$ cat src/rtl/c880_pkg.sv
// Shared definitions for the c880 vector feeder: FSM state encoding and
// default geometry of the beat stream, core operand and core result.
package c880_pkg;

    localparam int C880_BEAT_W        = 8;
    localparam int C880_IN_W          = 60;
    localparam int C880_OUT_W         = 26;
    localparam int C880_SETTLE_CYCLES = 4;

    typedef enum logic [1:0] {
        LOAD   = 2'd0,
        DRAIN  = 2'd1,
        SETTLE = 2'd2,
        OUT    = 2'd3
    } c880_state_t;

endpackage

$ cat src/rtl/c880_vector_feeder.sv
// Assembles inbound beats into an operand vector for a combinational core,
// holds it while the core settles, then offers the captured result downstream.
module c880_vector_feeder
    import c880_pkg::*;
#(
    parameter int BEAT_W        = C880_BEAT_W,
    parameter int IN_W          = C880_IN_W,
    parameter int OUT_W         = C880_OUT_W,
    parameter int SETTLE_CYCLES = C880_SETTLE_CYCLES
) (
    input  logic              clk,
    input  logic              rst_n,
    input  logic              s_valid,
    output logic              s_ready,
    input  logic [BEAT_W-1:0] s_data,
    input  logic              s_last,
    output logic [IN_W-1:0]   core_in,
    input  logic [OUT_W-1:0]  core_out,
    output logic              m_valid,
    input  logic              m_ready,
    output logic [OUT_W-1:0]  m_data,
    output logic              err
);

    localparam int NBEATS = (IN_W + BEAT_W - 1) / BEAT_W;
    localparam int BCNT_W = (NBEATS > 1) ? $clog2(NBEATS) : 1;
    localparam logic [BCNT_W-1:0] LAST_BEAT = BCNT_W'(NBEATS - 1);

    c880_state_t       state;
    logic [BCNT_W-1:0] beat_cnt;
    logic [7:0]        settle_cnt;
    logic              accept;
    logic [IN_W-1:0]   beat_mask;
    logic [IN_W-1:0]   beat_bits;
    logic [IN_W-1:0]   core_in_nxt;

    assign s_ready = (state == LOAD) || (state == DRAIN);
    assign accept  = s_valid && s_ready;

    // The final beat overhangs the vector; truncation to IN_W drops its upper bits.
    always_comb begin
        beat_mask   = IN_W'({BEAT_W{1'b1}}) << (int'(beat_cnt) * BEAT_W);
        beat_bits   = IN_W'(s_data) << (int'(beat_cnt) * BEAT_W);
        core_in_nxt = (core_in & ~beat_mask) | (beat_bits & beat_mask);
    end

    always_ff @(posedge clk) begin
        if (!rst_n) begin
            state      <= LOAD;
            beat_cnt   <= '0;
            settle_cnt <= '0;
            core_in    <= '0;
            m_data     <= '0;
            m_valid    <= 1'b0;
            err        <= 1'b0;
        end else begin
            err <= 1'b0;
            case (state)
                LOAD: begin
                    if (accept) begin
                        core_in <= core_in_nxt;
                        if (beat_cnt == LAST_BEAT) begin
                            beat_cnt <= '0;
                            if (s_last) begin
                                state      <= SETTLE;
                                settle_cnt <= 8'(SETTLE_CYCLES);
                            end else begin
                                err   <= 1'b1;
                                state <= DRAIN;
                            end
                        end else if (s_last) begin
                            err      <= 1'b1;
                            beat_cnt <= '0;
                        end else begin
                            beat_cnt <= beat_cnt + 1'b1;
                        end
                    end
                end
                DRAIN: begin
                    if (accept && s_last) begin
                        state <= LOAD;
                    end
                end
                SETTLE: begin
                    settle_cnt <= settle_cnt - 1'b1;
                    if (settle_cnt == 8'd1) begin
                        m_data  <= core_out;
                        m_valid <= 1'b1;
                        state   <= OUT;
                    end
                end
                OUT: begin
                    if (m_ready) begin
                        m_valid <= 1'b0;
                        state   <= LOAD;
                    end
                end
                default: state <= LOAD;
            endcase
        end
    end

endmodule

$ cat config.mk
export PLATFORM = sky130hd
export DESIGN_NAME = c880_vector_feeder
export DESIGN_NICKNAME = d
export VERILOG_FILES = /design/src/rtl/c880_pkg.sv /design/src/rtl/c880_vector_feeder.sv
export SDC_FILE = /design/constraint.sdc
export NUM_CORES = 1
export LEC_CHECK = 0
export ABC_AREA = 1
export CELL_PAD_IN_SITES_DETAIL_PLACEMENT = 0
export CELL_PAD_IN_SITES_GLOBAL_PLACEMENT = 2
export CORE_ASPECT_RATIO = 0.9
export CORE_MARGIN = 3
export CORE_UTILIZATION = 28
export CTS_CLUSTER_DIAMETER = 60
export DETAILED_ROUTE_END_ITERATION = 8
export GPL_ROUTABILITY_DRIVEN = 0
export PLACE_DENSITY_LB_ADDON = 0.12
export SYNTH_ARGS = -nofsm -noshare
export SYNTH_HDL_FRONTEND = slang
export SYNTH_SLANG_ARGS = --single-unit
$ cat constraint.sdc
create_clock -name clk -period 4.8 [get_ports clk]
set_input_delay 0.72 -clock clk [delete_from_list [all_inputs] [get_ports clk]]
set_output_delay 0.72 -clock clk [all_outputs]
set_load 0.02 [all_outputs]
# Yosys cells after proc, flatten, opt, wreduce, memory -nomap -nowiden
# Cells that the tools add are included.
[totals]
ff_bits = 101
input_bits = 39
out_inout_bits = 89
[classes]
n_addsub = 2
eq_ne = 11
shift = 2
mux = 19
bitwise = 4
n_reduce_logical = 12
[op_table]
columns = ["op", "n"]
rows = [
  ["$and 60x60->60", 2],
  ["$not 60->60", 1],
  ["$or 60x60->60", 1],
  ["$shl 8x6->60", 1],
  ["$shl 8x6->60 const A", 1],
  ["$mux 8", 3],
  ["$pmux 8 s2", 1],
  ["$mux 2", 6],
  ["$eq 8x1->1 const B", 1],
  ["$ne 2x2->1 const B", 4],
  ["$pmux 2 s4", 1],
  ["$sub 8x1->8 const B", 1],
  ["$mux 3", 2],
  ["$reduce_and 3->1", 2],
  ["$mux 1", 5],
  ["$reduce_and 5->1", 1],
  ["$eq 2x2->1 const B", 2],
  ["$ne 2x1->1 const B", 2],
  ["$reduce_and 2->1", 2],
  ["$reduce_and 4->1", 1],
  ["$reduce_bool 2->1", 2],
  ["$add 3x1->3 const B", 1],
  ["$eq 3x3->1 const B", 1],
  ["$eq 2x1->1 const B", 1],
  ["other kinds (4)", 5],
]

# Depth between registers and ports, before layout
[depth]
ltp_word = 6
depth_mapped = 10

# Worst setup path after synthesis
# OpenSTA, ideal clock, no wires.
[synth_path]
path_kind = "register -> register"
from = "reg beat_cnt[1]"
to = "reg with a tool-made name"
setup_time_ps = 116
arrival_time_ps = 1708
required_time_ps = 4684
slack_ps = 2976
stages_incl_launch_ff = 10
n_path_buf = 2
synth_period_minus_slack_ps = 1824
path_cell_list = "dfxtp_1 -> inv_1 -> clkbuf_1 -> ha_1 -> buf_1 -> nand2_1 -> nor2_4 -> inv_1 -> nor2_1 -> nor2_1"
[synth_rtl]
columns = ["element", "line", "text"]
rows = [
  ["from (decl)", "c880_vector_feeder.sv:30", "logic [BCNT_W-1:0] beat_cnt;"],
  ["from (signal assigned)", "c880_vector_feeder.sv:75", "beat_cnt <= beat_cnt + 1'b1;"],
]

==> flow_metrics.tcl <==
set metrics [dict create \
    status "complete, no violations" \
    yosysUniqueCellTypes 31 \
    clk_latency_ns 0.34 \
    maxCapViolations 0 \
    synth_area_mm2 0.00436 \
    p_clk_share_pct 28.3 \
    maxSlewHeadroom_pct 42.4 \
    clk_path_buf_depth 2 \
    start_util_pct 29.1 \
    crit_slowest_cell "dfxtp_1" \
    leakage_nw 2.23 \
    root_buffer "clkbuf_16" \
    routedWlPerCell_um 15.4 \
    overflow 0 \
    startpoint_type "register" \
    multi_input_area_mm2 0.00199 \
    die_area_mm2 0.0171 \
    hold_viol 0 \
    io_pins 128 \
    cts_made_buffers 9 \
    vias 4177 \
    final_antenna_net_count 0 \
    comb_power_share_pct 33.4 \
    syn-mean-instance-area_um2 7.63 \
    internal-power_mw 1.70 \
    tns_ns 0 \
    setup_viol_count_final 0 \
    synthArstFlopShare_pct 0 \
    area_growth_pct 38.0 \
    worstPathArrival_ns 2.84 \
    nFillCells 1569 \
    synth-seq-cells 101 \
    grt_util_all_layers_pct 16.0 \
    holdBufCountCts 0 \
    rsz0062_at_grt "no" \
    p_switching_mw 1.01 \
    synth_area_leaders "dfxtp_1, nand2_1, a21oi_1" \
    postCtsSetupBuffers 0 \
    slew_viol_final 0 \
    htree_levels 3 \
    cts.sinks 101 \
    synth_area_leader_cell "dfxtp_1" \
    post-route-period-util_pct 53.5 \
    synth_fp_nets 618 \
    hpwl_mm 9.72 \
    antenna_cells 0 \
    design_area_mm2 0.00601 \
    grt_start_max_net_pins 43 \
    first_pass_iters 4 \
    drc 0 \
    max-vdd-ir-drop_mv 0.194 \
    seq_area_mm2 0.00202 \
    pwr-share-seq_pct 38.2 \
    critPathKind "register to register" \
    power-per-cell-area_mw_per_mm2 450 \
    port_buffers 127 \
    fin_nets 727 \
    synth_top_area_share_pct 46.4 \
    cts_tree "built" \
    min_path_type "register to register" \
    synth-seq-area-share_pct 46.4 \
    layout-drive-gt1-share_pct 5.26 \
    path_cells "clkinv_1 > ha_1 > nand2_1 > nor2_2 > inv_1 > nor2_1 > nor2_1" \
    placed_area_mm2 0.00570 \
    required_ns 5.08 \
    critPathMaxFanout 26 \
    grt_pass1_wl_mm 21.9 \
    die_w_um 137 \
    setup_slack_ns 2.23 \
    synth_edf_count 0 \
    cts_resized 0 \
    grt_antenna_before_repair 0 \
    swShare_pct 37.2 \
    die_y_um 124 \
    fmax_mhz 390 \
    grt_pass1_vias 4044 \
    place_ws_ns 2.30 \
    synth_flop_cell "dfxtp_1" \
    slowest_delay_ns 0.88 \
    cp_top_family "flip-flops" \
    skew_ns 0.00538 \
    max_slew.worst_pin.slew_ns 0.862 \
    synthCells 571 \
    drt_iter0_drc 219 \
    core_mm2 0.0150 \
    ys.warnings.count 0 \
    crit_buf_inv 2 \
    placementRows 42 \
    cp_common_cell "nor2_1" \
    clk_pin_slew_worst_paths_ns 0.07 \
    wirelength_mm 13.6 \
    endpoint_kind "register" \
    vias_per_cell 4.73 \
    period_minus_slack_ns 2.57 \
]
-- metrics by stage --
| step | cells | power (mW) | utilization [%] | hold WS (ns) |
|---|---|---|---|---|
| floorplan | 571 | 1.69 | - | 0.441 |
| global placement | 867 | 1.95 | 38.1 | 0.447 |
| detailed placement | 867 | 1.96 | 38.1 | 0.451 |
| CTS | 883 | 2.75 | 40.1 | 0.462 |
| global route | 883 | 2.88 | 40.1 | 0.479 |
| finish | 883 | 2.71 | 40.1 | 0.459 |
-- per-layer routing --
metal	vias to the layer above	global-route usage (%)	part of all wire, %
met1	1947	24.1	51
met5	-	0	0
met2	98	22.5	42
met4	0	4.23	0.38
met3	2	4.16	6.1
li1	2130	-	-
-- tightest hold or removal path, cell delays in order (launching register included) --
cell and delay, ns:
dfxtp_1 0.31, nand2_1 0.06, a21oi_1 0.05
-- cell families after synthesis --
logic type | count (synthesis) | synth area share (%)
adder cells (fa/ha/maj) | 8 | 2.30
AND/OR/NAND/NOR | 280 | 30.2
AO/OA/AOI/OAI | 112 | 13.2
flip-flops | 101 | 46.4
buffers and inverters | 70 | 7.87
-- cells in the mapped netlist (2+ instances only) --
library cell  instances
a211oi_1              3
a21oi_1              72
buf_1                 4
buf_2                 3
buf_4                 5
buf_6                 5
clkbuf_1             14
dfxtp_1             101
ha_1                  8
inv_1                34
nand2_1             100
nand2_4               3
nand3_1              39
nand3_2               2
nand3_4               2
nand4_1              28
nor2_1               73
nor2_4                6
nor3_1               23
o21ai_0              35
-- power groups by stage --
stage | Combinational (mW) | Clock, mW | Sequential [mW]
final | 0.905 | 0.767 | 1.04
after global routing | 1.00 | 0.829 | 1.05
after CTS | 0.914 | 0.797 | 1.04
after detailed placement | 0.911 | 0 | 1.05
after global placement | 0.903 | 0 | 1.05
after floorplan | 0.611 | 0 | 1.08
-- cell usage in the layout (no fill, tap or decap), drive strengths merged --
cell / synthesis / final
clkdlybuf4s50: 0 / 127
nand2: 104 / 104
dfxtp: 101 / 101
nor2: 80 / 80
a21oi: 73 / 73
nand3: 43 / 43
inv: 36 / 36
o21ai: 35 / 35
nand4: 28 / 28
nor3: 23 / 23
clkbuf: 15 / 12
ha: 8 / 8
buf: 18 / 4
a211oi: 3 / 3
bufinv: 0 / 2
clkinv: 1 / 2
or2: 2 / 2
o31ai: 1 / 1
clkinvlp: 0 / 1
-- area by class of cell --
class / count / share of cell area [%]
clock inverters: 4 / 1.21
flip-flops and latches: 101 / 33.6
multi-input cells: 400 / 33.1
well taps: 198 / 4.12
repair buffers: 131 / 21.6
inverters: 37 / 2.35
clock buffers: 12 / 3.93
-- final timing paths --
kind / from / endpoint / slack (ns) / cells after the start
max: beat_cnt[0] / register / 2.23 / 7
min reg2reg: m_data[20] / m_data[20] / 0.46 / 2
min: m_data[20] / m_data[20] / 0.46 / 2
max reg2reg: beat_cnt[0] / register / 2.23 / 7
No activity file was read; power rests on OpenSTA's default activity.
